<file path="config.mk">
export PLATFORM = sky130hd
export DESIGN_NAME = uart_rx
export DESIGN_NICKNAME = d
export VERILOG_FILES = /design/src/rtl/uart_rx.sv
export SDC_FILE = /design/constraint.sdc
export NUM_CORES = 1
export LEC_CHECK = 0
export CAP_MARGIN = 10
export CORE_MARGIN = 5
export CORE_UTILIZATION = 40
export DETAILED_ROUTE_END_ITERATION = 16
export HOLD_SLACK_MARGIN = 0.06
export SETUP_SLACK_MARGIN = 0.15
export SYNTH_ARGS = -nofsm -noshare
export SYNTH_HDL_FRONTEND = slang
export SYNTH_SLANG_ARGS = --single-unit
</file>
<file path="constraint.sdc">
create_clock -name clk -period 2.8 [get_ports clk]
set_clock_uncertainty 0.2 [all_clocks]
set_input_delay 0.56 -clock clk [delete_from_list [all_inputs] [get_ports clk]]
set_output_delay 0.56 -clock clk [all_outputs]
set_load 0.02 [all_outputs]
</file>
<file path="src/rtl/uart_rx.sv">
// uart_rx: 8N1 serial receiver, LSB first, oversampled at CLKS_PER_BIT clocks
// per bit, with a two-flop input synchronizer, start-bit glitch rejection,
// framing/overrun detection and a valid/ready byte handshake.
// Optional even-parity checking is compiled in with `define UART_RX_PARITY_EN.
module uart_rx #(
  parameter int unsigned CLKS_PER_BIT = 16
) (
  input  logic       clk,
  input  logic       reset,
  input  logic       rx,
  output logic [7:0] data,
  output logic       valid,
  input  logic       ready,
  output logic       busy,
  output logic       frame_err,
  output logic       parity_err,
  output logic       overrun
);

  localparam int unsigned HALF       = (CLKS_PER_BIT - 1) / 2;
  localparam logic [15:0] CNT_MAX    = 16'(CLKS_PER_BIT - 1);
  // Loaded at detection so the counter reaches CNT_MAX exactly at offset HALF;
  // every later sample then falls a whole bit period after the previous one.
  localparam logic [15:0] START_LOAD = 16'(CLKS_PER_BIT - HALF);

  typedef enum logic [2:0] {
    S_IDLE,
    S_START,
    S_DATA,
`ifdef UART_RX_PARITY_EN
    S_PARITY,
`endif
    S_STOP,
    S_BREAK
  } state_t;

  state_t      state, state_next;
  logic        rx_meta, rx_s;
  logic [15:0] cnt;
  logic [2:0]  bit_cnt;
  logic [7:0]  shift;
  logic        tick;
  logic        stop_sample;
  logic        deliver;
  logic        ferr_evt;
`ifdef UART_RX_PARITY_EN
  logic        par_bit;
  logic        perr_evt;
  logic        parity_err_r;
`endif

  // Two-flop synchronizer; the line idles high, so reset to 1.
  always_ff @(posedge clk) begin
    if (reset) begin
      rx_meta <= 1'b1;
      rx_s    <= 1'b1;
    end else begin
      rx_meta <= rx;
      rx_s    <= rx_meta;
    end
  end

  // State register.
  always_ff @(posedge clk) begin
    if (reset) state <= S_IDLE;
    else       state <= state_next;
  end

  // Next-state logic; all sample points are marked by tick.
  always_comb begin
    state_next = state;
    case (state)
      S_IDLE:  if (!rx_s) state_next = (HALF == 0) ? S_DATA : S_START;
      S_START: if (tick) state_next = rx_s ? S_IDLE : S_DATA;
      S_DATA: begin
        if (tick && (bit_cnt == 3'd7)) begin
`ifdef UART_RX_PARITY_EN
          state_next = S_PARITY;
`else
          state_next = S_STOP;
`endif
        end
      end
`ifdef UART_RX_PARITY_EN
      S_PARITY: if (tick) state_next = S_STOP;
`endif
      S_STOP:  if (tick) state_next = rx_s ? S_IDLE : S_BREAK;
      S_BREAK: if (rx_s) state_next = S_IDLE;
      default: state_next = S_IDLE;
    endcase
  end

  // Output decode: busy and the stop-edge events feeding the output registers.
  always_comb begin
    tick        = (cnt == CNT_MAX);
    busy        = (state != S_IDLE);
    stop_sample = (state == S_STOP) && tick;
    ferr_evt    = stop_sample && !rx_s;
`ifdef UART_RX_PARITY_EN
    perr_evt    = stop_sample && rx_s && (^{shift, par_bit});
    deliver     = stop_sample && rx_s && !(^{shift, par_bit});
`else
    deliver     = stop_sample && rx_s;
`endif
  end

  // Sample counter, bit counter and data capture.
  always_ff @(posedge clk) begin
    if (reset) begin
      cnt     <= '0;
      bit_cnt <= '0;
      shift   <= '0;
`ifdef UART_RX_PARITY_EN
      par_bit <= 1'b0;
`endif
    end else begin
      case (state)
        S_IDLE: begin
          cnt     <= (!rx_s && (HALF != 0)) ? START_LOAD : '0;
          bit_cnt <= '0;
        end
        S_BREAK: cnt <= '0;
        default: cnt <= tick ? '0 : cnt + 16'd1;
      endcase
      if ((state == S_DATA) && tick) begin
        shift[bit_cnt] <= rx_s;
        bit_cnt        <= bit_cnt + 3'd1;
      end
`ifdef UART_RX_PARITY_EN
      if ((state == S_PARITY) && tick) par_bit <= rx_s;
`endif
    end
  end

  // Handshake and error pulses; a simultaneous accept and delivery keeps valid high.
  always_ff @(posedge clk) begin
    if (reset) begin
      data      <= '0;
      valid     <= 1'b0;
      frame_err <= 1'b0;
      overrun   <= 1'b0;
    end else begin
      frame_err <= ferr_evt;
      overrun   <= deliver && valid && !ready;
      if (deliver && (!valid || ready)) begin
        data  <= shift;
        valid <= 1'b1;
      end else if (valid && ready) begin
        valid <= 1'b0;
      end
    end
  end

`ifdef UART_RX_PARITY_EN
  // Parity error pulse register.
  always_ff @(posedge clk) begin
    if (reset) parity_err_r <= 1'b0;
    else       parity_err_r <= perr_evt;
  end
  assign parity_err = parity_err_r;
`else
  assign parity_err = 1'b0;
`endif

endmodule

</file>
**After elaboration in Yosys (flattened, before gate mapping)**

Cells that the tools add are included.

- Bits of input ports: 4
- Logic and storage cells: 62
- Output and inout bits: 13
- Register bits after elaboration: 43

- Equality and inequality tests: 11
- $lt $le $gt $ge: 2
- Reduce and logical (&&, ||, !) cells: 19
- Multiplexer cells: 18
- Add/sub/neg operators: 2

Operators by type and width:

| kind | count |
|---|---|
| 16-bit case mux with 2 select lines | 1 |
| 3-bit two-way mux | 8 |
| 16-bit by 1-bit adder with 16-bit output (second input constant) | 1 |
| 16-bit by 4-bit == test with 1-bit output (second input constant) | 1 |
| 16-bit two-way mux | 1 |
| 3-bit case mux with 5 select lines | 1 |
| 1-bit logical AND | 10 |
| 2-bit != test (second input constant) | 5 |
| 8-bit bitwise mux | 1 |
| 3-bit by 2-bit == test with 1-bit output (second input constant) | 2 |
| 3-bit == test (second input constant) | 2 |
| 5-bit AND reduction | 1 |
| 3-bit by 4-bit < comparator with 1-bit output (second input constant) | 1 |
| 4-bit two-way mux | 1 |
| 2-bit nonzero test | 2 |
| 3-bit by 1-bit adder with 3-bit output (second input constant) | 1 |
| 1-bit demux with 3-bit select | 1 |
| 3-bit by 1-bit == test with 1-bit output (second input constant) | 1 |
| 3-bit by 1-bit >= comparator with 1-bit output (second input constant) | 1 |
| 1-bit zero test | 3 |
| 3-bit zero test | 1 |
| 1-bit two-way mux | 3 |
| 3-bit nonzero test | 1 |
| 2-bit two-way mux | 1 |
| 1-bit logical OR | 1 |

**Logic depth before layout (Yosys ltp)**

Gate-level depths: netlist of the first run.

- Depth after elaboration: 5
- Gate-level depth with buffers: 8
- Mapped depth without buffers: 5

**Least setup slack after synthesis of the first run**

Ideal clock, no wire load.

- Kind: reg-to-reg
- Start point: register cnt[5]
- End point: register bit_cnt[0]
- Slack: 0.387 ns
- Path buffers: 3
- Data arrival time: 2.143 ns
- Cell stages (with the launch flop): 8
- Cells stage by stage: dfxtp_1 > buf_6 > or4_4 > buf_6 > or4_1 > buf_2 > or3_1 > a21oi_1

- Word-level cells in the longest chain between the ends: 3
- Elaborated cells on any way between the ends: 4

RTL lines:

| what | RTL line | RTL |
|---|---|---|
| from (decl) | 39 | `logic [15:0] cnt;` |
| from (signal assigned) | 119 | `cnt <= (!rx_s && (HALF != 0)) ? START_LOAD : '0;` |
| from (signal assigned) | 123 | `default: cnt <= tick ? '0 : cnt + 16'd1;` |
| 16-bit by 4-bit == test with 1-bit output * | 95 | `tick = (cnt == CNT_MAX);` |
| 1-bit logical AND * | 125 | `if ((state == S_DATA) && tick) begin` |
| 3-bit two-way mux / 2-bit nonzero test (equally long branches) | -- |  |
| to (signal assigned) | 127 | `bit_cnt <= bit_cnt + 3'd1;` |
| to (decl) | 40 | `logic [2:0] bit_cnt;` |

Every way passes the cells marked *; elsewhere a longest branch is shown, timed or not.
A chain may end at the register's enable or synchronous reset.

**Final worst setup path of the first run**

- Start point: register state[1]
- End point: output port busy

- Word-level cells in the longest chain between the ends: 1

RTL lines:

| what | RTL line | RTL |
|---|---|---|
| from (decl) | 37 | `state_t state, state_next;` |
| from (signal assigned) | 66 | `else state <= state_next;` |
| 3-bit nonzero test | 96 | `busy = (state != S_IDLE);` |
| to (decl) | 14 | `output logic busy,` |

No other way between the ends.

==> impl_metrics.yaml, run 1 <==
sta:
  rsz0062_at_grt: "no"
  period_minus_slack_ns: 2.50
  max_freq_mhz: 401
  timing.final.crit_share: 0.891
  holdWs_ns: 0.212
  fin_setup_tns_ns: 0
  tightestPinTransition_ns: 0.545
  finalSetupViolCount: 0
  finalMaxSlewViolations: 0
  report.final.hold_viol_count: 0
  relSlewSlack: 0.633
setup_path:
  critPathArrivalTime_ns: 1.74
  cp.depth: 2
  crit_family: "buffers and inverters"
  r2r_cells: 4
  critPathLaunch: "state[1]"
  endpoint: "busy"
  crit_chain: "or3_1 -> clkdlybuf4s50_1"
  end_kind: "output port"
  crit_buf_inv: 1
  worstSetupStartpointType: "register"
  r2r_end: "bit_cnt[0]"
  crit_path_top_delay_cell: "clkdlybuf4s50_1"
  reg2reg_slack_ns: 0.34
  crit_fanout: 9
  required_ns: 2.04
  path_class: "register to output port"
  critPathMaxStageDelay_ns: 0.58
  r2r-start: "cnt[5]"
final_layout:
  final_cell_mix: "dfxtp_1 (43), nand3_1 (21), a21oi_1 (19), clkdlybuf4s50_1 (15)"
  final_nets: 247
  seqCellArea_um2: 861
  nFillCells: 497
  final_common_cell: "dfxtp_1"
  drive_above_1_share: 0.0913
  instances_no_fill: 308
  antennaDiodeCount: 0
  multi_input_area_um2: 1020
  area_growth_pct: 13.5
global_route:
  grt_usage: 0.130
  grt_pass1_wl_um: 6620
  gr-total-overflow: 0
  grt_start_max_net_pins: 24
  antenna_found_initial: 0
  grt_pass1_vias: 1459
synth:
  syn-num-nets: 238
  ys_warn_count: 0
  synthCells: 231
  syn_area_um2: 1980
  avgSynthCellArea_um2: 8.57
  synth.yosys.seq_area_share: 0.435
  ys_ff_latch: 43
  ys_types: 41
power_and_ir_drop:
  powerDensity_nw_per_um2: 457
  leakagePower_nw: 0.743
  peakVddDrop_mv: 0.235
  p_total_mw: 1.03
die:
  die_area_um2: 6460
  placementRows: 25
  die_h_um: 80.3
  io-pin-count: 17
  die_w_um: 80.3
  initial_core_util: 0.416
  coreArea_um2: 4750
detailed_routing:
  vias: 1603
  drt_pass1_iterations: 4
  wire_per_inst_um: 12.5
  wl_met1_um: 2010
  drc: 0
  maxUsedRoutingLayer: "met4"
  final_antenna_net_count: 0
  vias_per_cell: 5.20
  wl_met3_um: 109
  drt_iter0_markers: 81
  wl_um: 3860
  wl_met2_um: 1680
status:
  status: "complete, no violations"
place:
  dp_cells: 300
  dp_hpwl_um: 2680
  gp_congestion: 0.756
  io_buffers: 15
cts:
  cts-root-buf: "clkbuf_8"
  tritoncts: "built"
  cts_resized: 0
  cts-buffers-inserted: 5
  clock_path_buffers: 2
  clock_latency_ns: 0.29
  post_cts_buffers: 0
  htree_levels: 2
  holdBufCountCts: 0
  clk_pin_slew_ns: 0.08
  cts_sinks: 43
hold_path:
  hp-class: "register to register"
run:
  drv_cap: 0
-- how the worst min path moves through the flow --
stage / startpoint / endpoint / slack (ns) / cells past startpoint
final: rx_meta / rx_s / 0.21 / 1
after global routing: rx_meta / rx_s / 0.23 / 1
after CTS: rx_meta / rx_s / 0.21 / 1
after detailed placement: rx_meta / rx_s / 0.19 / 1
after global placement: rx_meta / rx_s / 0.19 / 1
after floorplan: rx_meta / rx_s / 0.19 / 1
-- per-stage QoR --
stage / util / cell area, um^2 / setup WS (ns)
floorplan: - / 1980 / 0.387
global placement: 0.455 / 2160 / 0.404
detailed placement: 0.455 / 2160 / 0.374
CTS: 0.473 / 2250 / 0.301
global route: 0.473 / 2250 / 0.228
finish: 0.473 / 2250 / 0.305
-- power breakdown --
part           internal, mW  leakage [nW]  switching, mW  total (mW)
clock                 0.174        0.0412          0.205       0.380
sequential            0.614         0.347        0.00473       0.619
combinational        0.0117         0.355         0.0167      0.0284
-- cells in the mapped netlist (all sizes together) --
master  instances  area (um^2)
o41ai           3         26.3
nand4b          1         8.76
clkbuf         11         41.3
nor3            9         45.0
inv             2         7.51
o31ai           1         7.51
o21ai          14         70.1
ha              3         37.5
or4             6         48.8
and4            2         18.8
nor4            6         37.5
nand2b          7         43.8
nor2           14         52.6
xnor2           6         52.6
nand2          10         37.5
nand3b          1         7.51
conb            1         3.75
or3b            1         8.76
xor2            6         52.6
nor3b           1         7.51
a21oi          19         95.1
buf             7         47.6
and2            1         6.26
and3            4         27.5
mux2i           3         30.0
nor2b           2         12.5
o211ai          5         37.5
a211oi          2         15.0
dfxtp          43          861
or4b            1         10.0
nand4           6         37.5
nand3          21          105
or3             7         43.8
and4b           1         10.0
or2             4         25.0
-- layout make-up --
type,instances,area share
repair buffers,20,0.0835
clock buffers,6,0.0323
flip-flops and latches,43,0.383
inverters,2,0.00334
multi-input cells,168,0.455
clock inverters,2,0.00557
well taps,67,0.0373
-- cells by family after synthesis --
| kind of cell | count (synthesis) | share of synthesized area |
|---|---|---|
| multiplexers | 3 | 0.0152 |
| flip-flops | 43 | 0.435 |
| other | 1 | 0.00189 |
| buffers and inverters | 20 | 0.0487 |
| AND/OR/NAND/NOR | 105 | 0.300 |
| AO/OA/AOI/OAI | 44 | 0.127 |
| XOR/XNOR | 12 | 0.0531 |
| adder cells (fa/ha/maj) | 3 | 0.0190 |
-- registers in the layout (all words and copies together), names as in the netlist --
name and flops:
frame_err 1, data 8, rx_meta 1, overrun 1, state 3, valid 1, rx_s 1, shift 8
bit_cnt 3, cnt 16
-- routing by layer --
layer  up-vias  GRT usage
met1       721      0.176
met2        23      0.199
met3         5     0.0269
met5         -          0
met4         0     0.0557
li1        854          -
(Power assumes the default switching activity.)
==> run 2: changes to the inputs <==
Settings changed: CTS_CLUSTER_SIZE set to 12.
Clock period 2.8 ns to 2.9 ns, I/O delays scaled along.
==> impl_metrics.yaml, run 2 (synthesis gave the netlist of run 1 again) <==
cts:
  holdBufCountCts: 0
  htree_levels: 2
  cts-buffers-inserted: 5
  clock_latency_ns: 0.29
  cts_sinks: 43
  cts-root-buf: "clkbuf_8"
  clock_path_buffers: 2
  clk_pin_slew_ns: 0.08
  tritoncts: "built"
  cts_resized: 0
  post_cts_buffers: 0
sta:
  finalSetupViolCount: 0
  timing.final.crit_share: 0.865
  rsz0062_at_grt: "no"
  report.final.hold_viol_count: 0
  fin_setup_tns_ns: 0
  tightestPinTransition_ns: 0.580
  relSlewSlack: 0.609
  period_minus_slack_ns: 2.51
  finalMaxSlewViolations: 0
  holdWs_ns: 0.212
  max_freq_mhz: 398
setup_path:
  critPathArrivalTime_ns: 2.49
  crit_family: "simple AND/OR/NAND/NOR gates"
  critPathMaxStageDelay_ns: 0.70
  crit_chain: "or4_4 -> or4_1 -> nand2_1 -> buf_4 -> a21oi_1"
  required_ns: 2.88
  crit_path_top_delay_cell: "or4_1"
  worstSetupStartpointType: "register"
  end_kind: "register"
  crit_buf_inv: 1
  path_class: "register to register"
  crit_fanout: 10
global_route:
  antenna_found_initial: 0
  top_usage_layer: "met2"
  use_met3: 0.0348
  grt_usage: 0.132
  grt_pass1_vias: 1461
  grt_pass1_wl_um: 6730
  gr-total-overflow: 0
  grt_use_met2: 0.207
  grt_start_max_net_pins: 17
  use_met1: 0.173
die:
  die_area_um2: 6460
  placementRows: 25
  coreArea_um2: 4750
  die_w_um: 80.3
  io-pin-count: 17
  die_h_um: 80.3
  initial_core_util: 0.416
final_layout:
  seqCellArea_um2: 861
  largest_register_ffs: 16
  top_regs: "cnt: 16 flops, data: 8 flops, shift: 8 flops"
  final_cell_mix: "dfxtp_1 (43), nand3_1 (21), a21oi_1 (19), clkdlybuf4s50_1 (15)"
  final_common_cell: "dfxtp_1"
  area_growth_pct: 14.9
  antennaDiodeCount: 0
  multi_input_area_um2: 1020
  drive_above_1_share: 0.0992
  final_nets: 248
  nFillCells: 496
  largest_register: "cnt"
place:
  dp_hpwl_um: 2880
  io_buffers: 15
  gp_congestion: 0.738
detailed_routing:
  vias: 1620
  wire_per_inst_um: 12.9
  vias_per_cell: 5.24
  wl_um: 3980
  final_antenna_net_count: 0
  drc: 0
  drt_iter0_markers: 63
  drt_pass1_iterations: 4
power_and_ir_drop:
  peakVddDrop_mv: 0.247
  leakagePower_nw: 0.757
  powerDensity_nw_per_um2: 461
run:
  drv_cap: 0
hold_path:
  hp-class: "register to register"
status:
  status: "complete, no violations"
## run 2: cell count changes in the layout (fill, tap and decap cells not counted)
cell,delta
clkbuf_1,-1
buf_4,+1
clkinv_2,-1
clkbuf_8,+2
## run 2: final timing paths
kind / startpoint / slack, ns / cells after the start / end
worst max-delay path: cnt[5] / 0.39 / 5 / cnt[15]
worst min-delay path: rx_meta / 0.21 / 1 / rx_s
worst max register to register: cnt[5] / 0.39 / 5 / cnt[15]
worst min register to register: rx_meta / 0.21 / 1 / rx_s
## run 2: final cells by class
type | count | area share
Sequential cell | 43 | 0.379
Timing Repair Buffer | 21 | 0.0859
Tap cell | 67 | 0.0369
Clock inverter | 1 | 0.00330
Inverter | 2 | 0.00330
Clock buffer | 7 | 0.0424
Multi-Input combinational cell | 168 | 0.450
## run 2: metal layers
metal | vias to the layer above | wire, um
li1 | 858 | -
met1 | 741 | 2060
met2 | 14 | 1760
met3 | 7 | 93
met4 | 0 | 63
met5 | - | 0
## run 2: where the power goes
| group | switching [mW] | total [mW] | internal [mW] | leakage [nW] |
|---|---|---|---|---|
| Sequential | 0.00466 | 0.598 | 0.593 | 0.347 |
| Clock | 0.204 | 0.421 | 0.217 | 0.0505 |
| Combinational | 0.0162 | 0.0284 | 0.0123 | 0.359 |
| Total | 0.225 | 1.05 | 0.822 | 0.757 |
## run 2: worst reg2reg max path, cell delays in order (launching register included)
cell     delay (ns)
dfxtp_1        0.38
or4_4          0.62
or4_1          0.70
nand2_1        0.26
buf_4          0.20
a21oi_1        0.05
## run 2: stage by stage
step	cell area, um^2	instances	total power [mW]	worst slack, ns	util
after global placement	2170	301	0.640	0.428	0.456
after detailed placement	2170	301	0.640	0.388	0.456
after CTS	2270	309	1.06	0.381	0.478
after floorplan	1980	231	0.630	0.487	-
after global routing	2270	309	1.09	0.299	0.478
final	2270	309	1.05	0.390	0.478
==> run 3: changes to the inputs <==
Settings changed: GPL_ROUTABILITY_DRIVEN set to 0.
==> results of run 3 <==
The final DEF is identical to that of run 2; final timing and power are the same.
